**src/rtl/riscv_trace_buffer.sv**
```systemverilog
// rtl/riscv_trace_buffer.sv - commit-trace capture buffer with opcode trigger and oldest-first readout.
// Optional per-entry cycle timestamp when RISCV_TRACE_TIMESTAMP_EN is defined.
module riscv_trace_buffer #(
  parameter int XLEN       = 32,
  parameter int DEPTH_LOG2 = 4
) (
  input  logic                  clk,
  input  logic                  reset,
  input  logic                  trace_valid,
  input  logic [XLEN-1:0]       trace_pc,
  input  logic [XLEN-1:0]       trace_instr,
  input  logic [XLEN-1:0]       trace_result,
  input  logic                  arm,
  input  logic                  disarm,
  input  logic                  trig_en,
  input  logic [6:0]            trig_opcode,
  input  logic [DEPTH_LOG2-1:0] post_count,
  input  logic                  rd_ready,
  output logic                  rd_valid,
  output logic [XLEN-1:0]       rd_pc,
  output logic [XLEN-1:0]       rd_instr,
  output logic [XLEN-1:0]       rd_result,
  output logic [1:0]            state,
  output logic [DEPTH_LOG2:0]   count,
  output logic                  wrapped
`ifdef RISCV_TRACE_TIMESTAMP_EN
  ,
  output logic [31:0]           rd_timestamp
`endif
);

  localparam int DEPTH = 1 << DEPTH_LOG2;
  localparam int CW    = DEPTH_LOG2 + 1;
  localparam logic [DEPTH_LOG2:0] FULL = CW'(DEPTH);

  typedef enum logic [1:0] {
    S_IDLE  = 2'b00,
    S_ARMED = 2'b01,
    S_POST  = 2'b10,
    S_DONE  = 2'b11
  } state_e;

  state_e                state_q, state_d;
  logic [DEPTH_LOG2:0]   count_q, count_d;
  logic [DEPTH_LOG2-1:0] wr_ptr_q, wr_ptr_d;
  logic [DEPTH_LOG2-1:0] rd_ptr_q, rd_ptr_d;
  logic [DEPTH_LOG2-1:0] post_left_q, post_left_d;
  logic                  wrapped_q, wrapped_d;
  logic                  we;
  logic                  trig;
  logic [DEPTH_LOG2-1:0] wr_inc;
  logic [DEPTH_LOG2:0]   cnt_inc;

  logic [XLEN-1:0] pc_mem     [DEPTH];
  logic [XLEN-1:0] instr_mem  [DEPTH];
  logic [XLEN-1:0] result_mem [DEPTH];

  assign trig    = trace_valid & trig_en & (trace_instr[6:0] == trig_opcode);
  assign wr_inc  = wr_ptr_q + 1'b1;
  assign cnt_inc = (count_q == FULL) ? count_q : count_q + 1'b1;

  assign rd_valid  = (state_q == S_DONE) && (count_q != '0);
  assign rd_pc     = pc_mem[rd_ptr_q];
  assign rd_instr  = instr_mem[rd_ptr_q];
  assign rd_result = result_mem[rd_ptr_q];
  assign state     = state_q;
  assign count     = count_q;
  assign wrapped   = wrapped_q;

  always_comb begin
    state_d     = state_q;
    count_d     = count_q;
    wr_ptr_d    = wr_ptr_q;
    rd_ptr_d    = rd_ptr_q;
    post_left_d = post_left_q;
    wrapped_d   = wrapped_q;
    we          = 1'b0;
    if (disarm) begin
      state_d = S_IDLE;
      count_d = '0;
    end else begin
      case (state_q)
        S_IDLE: begin
          if (arm) begin
            state_d   = S_ARMED;
            count_d   = '0;
            wr_ptr_d  = '0;
            wrapped_d = 1'b0;
          end
        end
        S_ARMED: begin
          if (trace_valid) begin
            we       = 1'b1;
            wr_ptr_d = wr_inc;
            count_d  = cnt_inc;
            if (count_q == FULL) wrapped_d = 1'b1;
            if (trig) begin
              if (post_count == '0) begin
                state_d  = S_DONE;
                rd_ptr_d = wr_inc - cnt_inc[DEPTH_LOG2-1:0];
              end else begin
                state_d     = S_POST;
                post_left_d = post_count;
              end
            end
          end
        end
        S_POST: begin
          if (trace_valid) begin
            we          = 1'b1;
            wr_ptr_d    = wr_inc;
            count_d     = cnt_inc;
            post_left_d = post_left_q - 1'b1;
            if (post_left_q == DEPTH_LOG2'(1)) begin
              state_d  = S_DONE;
              rd_ptr_d = wr_inc - cnt_inc[DEPTH_LOG2-1:0];
            end
          end
        end
        S_DONE: begin
          // A re-arm throws away whatever has not been read yet.
          if (arm) begin
            state_d   = S_ARMED;
            count_d   = '0;
            wr_ptr_d  = '0;
            wrapped_d = 1'b0;
          end else if (count_q == '0) begin
            state_d = S_IDLE;
          end else if (rd_ready) begin
            rd_ptr_d = rd_ptr_q + 1'b1;
            count_d  = count_q - 1'b1;
            if (count_q == CW'(1)) state_d = S_IDLE;
          end
        end
        default: state_d = S_IDLE;
      endcase
    end
  end

  always_ff @(posedge clk or negedge reset) begin
    if (!reset) begin
      state_q     <= S_IDLE;
      count_q     <= '0;
      wr_ptr_q    <= '0;
      rd_ptr_q    <= '0;
      post_left_q <= '0;
      wrapped_q   <= 1'b0;
    end else begin
      state_q     <= state_d;
      count_q     <= count_d;
      wr_ptr_q    <= wr_ptr_d;
      rd_ptr_q    <= rd_ptr_d;
      post_left_q <= post_left_d;
      wrapped_q   <= wrapped_d;
    end
  end

  always_ff @(posedge clk) begin
    if (we) begin
      pc_mem[wr_ptr_q]     <= trace_pc;
      instr_mem[wr_ptr_q]  <= trace_instr;
      result_mem[wr_ptr_q] <= trace_result;
    end
  end

`ifdef RISCV_TRACE_TIMESTAMP_EN
  logic [31:0] ts_q;
  logic [31:0] ts_mem [DEPTH];

  always_ff @(posedge clk or negedge reset) begin
    if (!reset) ts_q <= '0;
    else        ts_q <= ts_q + 32'd1;
  end

  always_ff @(posedge clk) begin
    if (we) ts_mem[wr_ptr_q] <= ts_q;
  end

  assign rd_timestamp = ts_mem[rd_ptr_q];
`endif

endmodule

```
**config.mk**
```make
export PLATFORM = sky130hd
export DESIGN_NAME = riscv_trace_buffer
export DESIGN_NICKNAME = d
export VERILOG_FILES = /design/src/rtl/riscv_trace_buffer.sv
export SDC_FILE = /design/constraint.sdc
export NUM_CORES = 2
export LEC_CHECK = 0
export CORE_MARGIN = 5
export CORE_UTILIZATION = 50
export CTS_BUF_LIST = sky130_fd_sc_hd__clkbuf_4 sky130_fd_sc_hd__clkbuf_8 sky130_fd_sc_hd__clkbuf_16
export DETAILED_ROUTE_END_ITERATION = 8
export GPL_TIMING_DRIVEN = 0
export HOLD_SLACK_MARGIN = 0.12
export PLACE_DENSITY = 0.74
export SLEW_MARGIN = 20
export SYNTH_ARGS = -nofsm -noshare
export SYNTH_HDL_FRONTEND = slang
export SYNTH_SLANG_ARGS = --single-unit
```
**constraint.sdc**
```tcl
create_clock -name clk -period 4.35 [get_ports clk]
set_clock_uncertainty 0.1 [all_clocks]
set_input_delay 0.6525 -clock clk [delete_from_list [all_inputs] [get_ports clk]]
set_output_delay 0.6525 -clock clk [all_outputs]
set_load 0.02 [all_outputs]
```
==> results.sh <==
export IMPL_status="finished clean"
export IMPL_coreArea_um2=118000
export IMPL_start_util=0.503
export IMPL_cp_top_family="buffers and inverters"
export IMPL_clock_power_share=0.304
export IMPL_synth_main_ff_cell="edfxtp_1"
export IMPL_clk_latency_ps=750
export IMPL_ys_seq_elements=1556
export IMPL_tightest_slew_ps=1000
export IMPL_max_slew_margin=0.329
export IMPL_rows=126
export IMPL_hpwl_um=83500
export IMPL_synth_area_um2=59400
export IMPL_cp_cell_sequence="buf_8, buf_8, buf_8, mux4_2, mux4_2, clkdlybuf4s50_1"
export IMPL_ir_drop_v=0.000326
export IMPL_clock_fmax_ghz=0.235
export IMPL_dieArea_um2=126000
export IMPL_syn_avg_cell_area_um2=25.2
export IMPL_min_path_type="in -> async"
export IMPL_gp_congestion=0.782
export IMPL_numCtsBuffers=153
export IMPL_die_h_um=355
export IMPL_ys_seq_area_frac=0.784
export IMPL_dp_cells=4156
export IMPL_drive_above_1_share=0.307
export IMPL_via_per_inst=6.31
export IMPL_slowest_stage="clkdlybuf4s50_1"
export IMPL_finalMaxSlewViolations=0
export IMPL_yosys_warnings=0
export IMPL_vias=27974
export IMPL_switching_share=0.290
export IMPL_syn_num_nets=2491
export IMPL_netSwitchingPower_uw=12300
export IMPL_synth_top_area_share=0.776
export IMPL_cts_tree="yes"
export IMPL_first_pass_iters=5
export IMPL_internal_power_uw=30200
export IMPL_yosys_top_cells_area="edfxtp_1 (78%), mux4_2 (18%), dfrtp_1 (0.84%), ha_1 (0.40%), buf_4 (0.34%)"
export IMPL_finalSetupViolCount=0
export IMPL_critical_path_buf_inv_count=4
export IMPL_synth_top_area_cell="edfxtp_1"
export IMPL_area_growth_pct=17.7
export IMPL_seqPwrFrac=0.397
export IMPL_clock_path_buffers=3
export IMPL_synth_edf_count=1536
export IMPL_worst_setup_path_type="reg -> out"
export IMPL_wl_per_cell_um=32.8
export IMPL_grt_pass1_vias=29287
export IMPL_die_width_um=355
export IMPL_fin_crit_sh=0.979
export IMPL_path_common_cell="buf_8"
export IMPL_cellPowerDensity_nw_per_um2=607
export IMPL_antenna_found_initial=20
export IMPL_rsz0062_at_grt="true"
export IMPL_crit_fanout=10
export IMPL_start_kind="flop"
export IMPL_crit_arrival_ps=3510
export IMPL_fin_cells=4434
export IMPL_grt_pass1_wl_um=207000
export IMPL_worst_slack_ps=89.9
export IMPL_drc=0
export IMPL_synth_distinct_cells=55
export IMPL_maxCapViolCount=0
export IMPL_cts_sinks=1556
export IMPL_p_comb_frac=0.299
export IMPL_critPathMaxStageDelay_ps=560
export IMPL_async_flop_share=0.0129
export IMPL_grtUsageTotal=0.231
export IMPL_htreeDepth=4
export IMPL_syn_inst=2357
export IMPL_cp_required_ps=3600
export IMPL_utilization=0.593
export IMPL_drt_iter0_drc=3549
export IMPL_antenna_left=0
export IMPL_min_period_ps=4260
export IMPL_leakage_uw=0.0220
export IMPL_ios=219
export IMPL_fin_tns_setup_ps=0
export IMPL_grt_overflow_total=0
export IMPL_totalWireLength_um=145000
export IMPL_fin_nets=2909
export IMPL_end_kind="output port"
export IMPL_clkTransAtPathRegs_ps=60
export IMPL_place_worst_setup_slack_ps=-382
export IMPL_grt_start_max_net_pins=37
export IMPL_hold_violations=0
export IMPL_cts_root_buffer="clkbuf_16"
export IMPL_port_buffers=218
cells in the mapped netlist, types with 3 or more instances:
| cell type | n |
|---|---|
| a21oi_1 | 13 |
| and2_1 | 16 |
| buf_1 | 14 |
| buf_2 | 21 |
| buf_4 | 27 |
| buf_6 | 6 |
| clkbuf_1 | 50 |
| dfrtp_1 | 20 |
| edfxtp_1 | 1536 |
| ha_1 | 19 |
| inv_1 | 16 |
| mux2i_1 | 7 |
| mux4_2 | 480 |
| nand2_1 | 17 |
| nand2b_1 | 5 |
| nand3_1 | 9 |
| nor2_1 | 16 |
| nor2b_1 | 3 |
| nor3_1 | 7 |
| nor4_1 | 4 |
| o21ai_0 | 10 |
| xnor2_1 | 11 |
| xor2_1 | 6 |
path summary, 6_finish.rpt:
| kind | from | endpoint | slack (ps) | depth (start not counted) |
|---|---|---|---|---|
| worst max-delay path | rd_ptr_q[0]$_DFFE_PN0P_ | rd_instr[8] | 90 | 6 |
| worst min-delay path | reset | count[3]$_DFFE_PN0P_ | 350 | 1 |
| worst max register to register | state[0]$_DFFE_PN0P_ | result_mem[3][13]$_DFFE_PP_ | 790 | 8 |
| worst min register to register | post_left_q[1]$_DFFE_PN0P_ | post_left_q[1]$_DFFE_PN0P_ | 420 | 2 |
| max in group asynchronous | reset | wr_ptr_q[2]$_DFFE_PN0P_ | 3180 | 1 |
| min in group clk | post_left_q[1]$_DFFE_PN0P_ | post_left_q[1]$_DFFE_PN0P_ | 420 | 2 |
stage by stage:
stage / hold WS (ps) / area [um^2] / power (uW)
after floorplan: 257 / 59400 / 24900
after global placement: 391 / 63500 / 29700
after detailed placement: 410 / 64700 / 30000
after CTS: 319 / 69900 / 42800
after global routing: 392 / 70000 / 44000
final: 349 / 70000 / 42500
worst register-to-register path: stages (launching register included):
cell and delay [ps]:
dfrtp_1 420, inv_1 110, ha_1 300, clkbuf_1 390
nand2_1 140, nor4_1 520, and2_4 580, buf_12 320
buf_16 290
logic make-up after synthesis:
group | count (synthesis) | share of synthesized area
and+or+nand+nor | 91 | 0.00823
muxes | 488 | 0.183
DFF | 1556 | 0.784
buffers and inverters | 135 | 0.0114
AOI/OAI and AO/OA | 50 | 0.00575
xor gates and xnor gates | 17 | 0.00251
adders and majority gates | 20 | 0.00434
area by class of cell:
class / instances / area (um^2)
fill: 7827 / 48100
clock buffer: 188 / 4160
antenna: 9 / 22.5
buffer: 118 / 1010
tap: 1536 / 1920
multi-input combinational: 666 / 12200
inverter: 17 / 63.8
sequential: 1556 / 46600
timing repair buffer: 263 / 3240
clock inverter: 81 / 748
cells in the final DEF (no fill, tap or decap), types with 5 or more instances in the layout:
cell type / count
o21ai_0: 10
buf_4: 16
diode_2: 9
buf_12: 21
clkbuf_2: 9
inv_1: 16
clkinvlp_4: 6
dlygate4sd2_1: 40
buf_8: 13
clkinv_8: 5
clkinv_2: 20
edfxtp_1: 1536
ha_1: 19
bufinv_16: 11
dfrtp_1: 20
buf_6: 23
nor2_1: 16
clkbuf_4: 56
buf_16: 25
clkdlybuf4s50_1: 167
and2_4: 16
clkbuf_1: 16
buf_2: 8
xor2_1: 6
nand2_1: 17
dlymetal6s2s_1: 11
mux2i_1: 7
mux4_2: 480
clkinv_1: 30
xnor2_1: 11
clkbuf_16: 157
inv_6: 6
nand3_1: 9
nor3_1: 7
a21oi_1: 13
nand2b_1: 5
per-layer routing:
metal / vias up / part of all wire / global-route usage / wire length (um)
met2: 1570 / 0.50 / 0.378 / 72400
met5: - / 0.00065 / 0 / 94
met1: 15020 / 0.38 / 0.314 / 55100
met4: 18 / 0.023 / 0.0652 / 3370
li1: 11126 / - / - / -
met3: 240 / 0.098 / 0.0594 / 14300
registers in the layout, indices dropped and copies added, names as in the netlist:
signal,cells
instr_mem,512
pc_mem,512
result_mem,512
count,5
post_left_q,4
rd_ptr_q,4
wr_ptr_q,4
state,2
wrapped,1
timing repair:
item                       4_1_cts  5_1_grt
setup endpoints to repair       96       38
buffers inserted                 0        0
resized for setup              195       27
hold buffers                     0        0
pin swaps                        0        0
power by group through the flow:
stage / Combinational (uW) / Clock (uW) / Sequential [uW]
finish: 12700 / 12900 / 16900
global route: 13400 / 13700 / 16900
CTS: 12900 / 13100 / 16900
detailed placement: 12800 / 0 / 17200
global placement: 12500 / 0 / 17200
floorplan: 7670 / 0 / 17200
Note: power is estimated with default switching activity, not from simulation.
